**src/rtl/dec_arb_pkg.sv**
```systemverilog
// Shared types and constants for the decoder round-robin arbiter.
// Holds the FSM state enum and the requester/select/hold-counter widths.
package dec_arb_pkg;
  localparam int NREQ   = 8;
  localparam int SEL_W  = 3;
  localparam int HOLD_W = 4;

  typedef enum logic [1:0] {
    IDLE,
    GRANT,
    GAP
  } state_t;
endpackage

```
**src/rtl/decoder_rr_pick.sv**
```systemverilog
// Combinational circular priority scan: first set req bit at or above ptr.
// Ports: req[7:0], ptr[2:0] in; pick[2:0] (chosen id), any (req != 0) out.
module decoder_rr_pick
  import dec_arb_pkg::*;
(
  input  logic [NREQ-1:0]  req,
  input  logic [SEL_W-1:0] ptr,
  output logic [SEL_W-1:0] pick,
  output logic             any
);

  logic [SEL_W-1:0] idx;

  // Scan from the farthest offset down so the closest one to ptr wins.
  always_comb begin
    idx  = '0;
    pick = '0;
    any  = 1'b0;
    for (int i = NREQ - 1; i >= 0; i--) begin
      idx = ptr + SEL_W'(i);
      if (req[idx]) begin
        pick = idx;
        any  = 1'b1;
      end
    end
  end

endmodule

```
**src/rtl/decoder_rr_arbiter.sv**
```systemverilog
// Round-robin arbiter driving decoder_3_8 E/In with max hold and a gap cycle.
// Ports: clka, rst (async high), req[7:0] in; dec_E, dec_In[2:0], gnt_valid,
// gnt_id[2:0], timeout out. Optional DEC_ARB_LOCK_EN adds input lock.
module decoder_rr_arbiter
  import dec_arb_pkg::*;
#(
  parameter int MAX_HOLD = 4
) (
  input  logic             clka,
  input  logic             rst,
  input  logic [NREQ-1:0]  req,
`ifdef DEC_ARB_LOCK_EN
  input  logic             lock,
`endif
  output logic             dec_E,
  output logic [SEL_W-1:0] dec_In,
  output logic             gnt_valid,
  output logic [SEL_W-1:0] gnt_id,
  output logic             timeout
);

  localparam logic [HOLD_W-1:0] HOLD_MAX = HOLD_W'(MAX_HOLD);

  state_t            state_q, state_d;
  logic [SEL_W-1:0]  ptr_q, ptr_d;
  logic [HOLD_W-1:0] hold_q, hold_d;
  logic              e_q, e_d;
  logic [SEL_W-1:0]  in_q, in_d;
  logic              to_q, to_d;
  logic [SEL_W-1:0]  pick;
  logic              any;
  logic              lock_on;
  logic              cur;
  logic              forced;

`ifdef DEC_ARB_LOCK_EN
  assign lock_on = lock;
`else
  assign lock_on = 1'b0;
`endif

  decoder_rr_pick u_pick (
    .req  (req),
    .ptr  (ptr_q),
    .pick (pick),
    .any  (any)
  );

  assign cur    = req[in_q];
  assign forced = (hold_q == HOLD_MAX) && !lock_on;

  always_comb begin
    state_d = state_q;
    ptr_d   = ptr_q;
    hold_d  = hold_q;
    e_d     = e_q;
    in_d    = in_q;
    to_d    = 1'b0;
    unique case (state_q)
      IDLE: begin
        if (any) begin
          in_d    = pick;
          e_d     = 1'b1;
          hold_d  = HOLD_W'(1);
          state_d = GRANT;
        end
      end
      GRANT: begin
        if (!cur || forced) begin
          e_d     = 1'b0;
          ptr_d   = in_q + SEL_W'(1);
          state_d = GAP;
          // Request still up means the limit, not the requester, ended it.
          to_d    = cur;
        end else if (hold_q != HOLD_MAX) begin
          hold_d = hold_q + HOLD_W'(1);
        end
      end
      GAP: begin
        state_d = IDLE;
      end
      default: begin
        state_d = IDLE;
      end
    endcase
  end

  always_ff @(posedge clka or posedge rst) begin
    if (rst) begin
      state_q <= IDLE;
      ptr_q   <= '0;
      hold_q  <= '0;
      e_q     <= 1'b0;
      in_q    <= '0;
      to_q    <= 1'b0;
    end else begin
      state_q <= state_d;
      ptr_q   <= ptr_d;
      hold_q  <= hold_d;
      e_q     <= e_d;
      in_q    <= in_d;
      to_q    <= to_d;
    end
  end

  assign dec_E     = e_q;
  assign dec_In    = in_q;
  assign gnt_valid = e_q;
  assign gnt_id    = in_q;
  assign timeout   = to_q;

endmodule

```
**config.mk**
```make
export PLATFORM = sky130hd
export DESIGN_NAME = decoder_rr_arbiter
export DESIGN_NICKNAME = d
export VERILOG_FILES = /design/src/rtl/dec_arb_pkg.sv /design/src/rtl/decoder_rr_pick.sv /design/src/rtl/decoder_rr_arbiter.sv
export SDC_FILE = /design/constraint.sdc
export NUM_CORES = 1
export LEC_CHECK = 0
export ABC_AREA = 1
export BUFFER_PORTS_ARGS = -buffer_cell sky130_fd_sc_hd__buf_2
export CAP_MARGIN = 20
export CELL_PAD_IN_SITES_DETAIL_PLACEMENT = 0
export CELL_PAD_IN_SITES_GLOBAL_PLACEMENT = 2
export CORE_MARGIN = 2
export CORE_UTILIZATION = 30
export DETAILED_ROUTE_END_ITERATION = 16
export PLACE_DENSITY = 0.82
export SLEW_MARGIN = 10
export SYNTH_ARGS = -nofsm -noshare
export SYNTH_HDL_FRONTEND = slang
export SYNTH_SLANG_ARGS = --single-unit
```
**constraint.sdc**
```tcl
create_clock -name clka -period 3.1 [get_ports clka]
set_input_delay 0 -clock clka [delete_from_list [all_inputs] [get_ports clka]]
set_output_delay 0 -clock clka [all_outputs]
set_load 0.01 [all_outputs]
```
==> flow_summary.yaml <==
synth:
  yosys.area.top_type: "dfrtp_1"
  synthXorXnorAreaFrac: 0.0118
  synth-main-ff-cell: "dfrtp_1"
  synth.avg_cell_area_um2: 6.98
  synth.most_common_cell: "nand2_1"
  yosys.area_share.simple: 0.465
  synthCells: 212
  synth_top_area_frac: 0.237
  synth.top_cells.by_count: "nand2_1, nand3_1, inv_1"
  synth_cell_types: 31
  synth_top_family_by_area: "simple AND/OR/NAND/NOR gates"
  synth_area_leaders: "dfrtp_1, nand2_1, nand3_2"
  ys_seq_elements: 14
  synth_area_um2: 1480
  syn_nets: 227
  ys_warn_count: 0
  seq_area_frac_synth: 0.237
  synth_edf_count: 0
  synth_compound_area_frac: 0.125
  synthAdderAreaFrac: 0.0423
  async_reset_ff_frac: 1.00
  muxShareOfSynthArea: 0
place:
  pre_cts_ws_ns: 0.594
  gp_congestion: 0.800
  numPortBuffers: 18
  dp.cells: 290
  hpwl_um: 3150
worst_setup_path:
  crit_buf_inv: 3
  crit_cells: 12
  worstSetupStartpoint: "ptr_q[1]"
  cp.required_ns: 3.23
  critPathKind: "flip-flop to flip-flop"
  max_stage_delay_ns: 0.52
  path_cells: "clkinv_1, ha_1, inv_2, nand3_1, nand3_1, nand2_1, inv_1, nand4_2, o21ai_4, nand2_4, o21ai_2, o21ai_2"
  critPathLaunchType: "flip-flop"
  critPathCapture: "hold_q[0]"
  reg2reg_depth: 12
  path_max_fanout: 10
  endpoint_kind: "flip-flop"
  path_delay_family: "simple AND/OR/NAND/NOR gates"
  r2r_start: "ptr_q[1]"
  cp.arrival_ns: 2.64
  slowest_stage: "dfrtp_1"
  regToRegEndpoint: "hold_q[0]"
  rrSetupSlack_ns: 0.59
detailed_routing:
  vias_per_cell: 4.74
  vias: 1395
  wl_per_cell_um: 12.9
  first_pass_iters: 5
  drc: 0
  ant_nets: 0
  drt_iter0_markers: 82
  wirelength_um: 3810
hold_path:
  hold_class: "input pin to flip-flop"
floorplanning:
  core_area_um2: 4750
  rows: 25
  ios: 19
  initial_core_util: 0.311
  die_h_um: 74.2
  die_w_um: 74.2
  dieArea_um2: 5510
grt:
  grt_start_max_net_pins: 15
  gr-total-overflow: 0
  grt_pass1_wl_um: 6510
  grt_util_all_layers: 0.153
  antenna_found_initial: 0
  grt_pass1_vias: 1353
clock_network:
  path_clk_slew_ns: 0.06
  clock_sinks: 14
  cts-htree-levels: 1
  cts_tree: "built"
  cts_made_buffers: 3
  root_buffer: "clkbuf_8"
  postCtsSetupBuffers: 0
  cts_buffer_depth: 2
  cts_resized: 0
  cts_hold_buf: 1
  clk_latency_ns: 0.24
sta:
  rsz0062_at_grt: "no"
  min_period_ns: 2.51
  tightest_slew_ns: 0.541
  setup_violations: 0
  hold_slack_ns: 0.312
  relSlewSlack: 0.639
  timing_hold_violations_final: 0
  post-route-period-util: 0.809
  finClkSkew_ns: 0.000957
  drv_slew: 0
  fin_tns_setup_ns: 0
  fin_ws_ns: 0.591
  max_freq_mhz: 399
run:
  maxCapViolations: 0
layout:
  n_fill_cell: 547
  antenna_cells: 0
  layoutNonFillerInstCount: 294
  area_growth_pct: 10.6
  multiInputGateArea_um2: 953
  drive_gt1_frac: 0.256
  num-nets-final: 244
  regArea_um2: 350
status:
  status: "finished clean"
==> placed cells by master (no fill, tap or decap), types with 2 or more instances in the layout <==
cell / count
ha_1: 5
inv_2: 3
inv_1: 19
nand2_4: 5
a31oi_1: 2
nand3_4: 2
dfrtp_1: 14
clkbuf_8: 3
nand2_1: 58
a21oi_1: 9
buf_4: 2
buf_2: 18
nor2_1: 18
o211ai_1: 2
nand3_2: 12
o21ai_0: 11
o21ai_2: 3
xnor2_1: 2
nand3_1: 22
nand2_2: 5
==> state kept, by name (all words and copies together) (netlist names) <==
register / cells
dec_E: 1
dec_In: 3
hold_q: 4
ptr_q: 3
state_q: 2
timeout: 1
==> area by class of cell <==
class	instances	share of cell area
multi-input cells	165	0.583
flip-flops and latches	14	0.214
repair buffers	21	0.0703
inverters	24	0.0566
well taps	67	0.0512
clock buffers	3	0.0252
==> per-stage QoR <==
| stage | utilization | instance area, um2 |
|---|---|---|
| global placement | 0.333 | 1590 |
| global route | 0.344 | 1640 |
| CTS | 0.344 | 1640 |
| detailed placement | 0.333 | 1590 |
| floorplan | - | 1480 |
| finish | 0.344 | 1640 |
==> layer usage <==
metal  part of all wire  vias up  track usage
met2               0.47       32        0.256
met1               0.49      641        0.215
li1                   -      717            -
met5                  0        -            0
met4             0.0089        0       0.0357
met3              0.032        5       0.0122
==> worst reg2reg max path: cells and delay by family (launching register included) <==
kind,cells,cell delay (ns)
and+or+nand+nor,5,0.57
DFF,1,0.52
adders and majority gates,1,0.44
AOI/OAI and AO/OA,3,0.44
buffers and inverters,3,0.43
==> cells by family (layout without fill, tap and decap cells) <==
kind of cell,after synthesis,after routing
AO/OA/AOI/OAI,30,30
XOR/XNOR,2,2
adder cells (fa/ha/maj),5,5
buffers and inverters,33,48
flip-flops,14,14
AND/OR/NAND/NOR,128,128
==> worst min-delay path by stage <==
stage | from | end | slack [ns] | depth (start not counted)
3_3_place_gp | rst | timeout | 0.08 | 2
6_report | req[1] | dec_In[2] | 0.31 | 6
2_1_floorplan | rst | dec_E | -0.11 | 1
5_1_grt | req[1] | dec_In[2] | 0.34 | 6
4_1_cts | req[1] | dec_In[2] | 0.31 | 6
3_5_place_dp | rst | timeout | 0.07 | 2
Power is not shown: default switching activity piles up to over one toggle a cycle in this logic, so the estimate is an artifact.
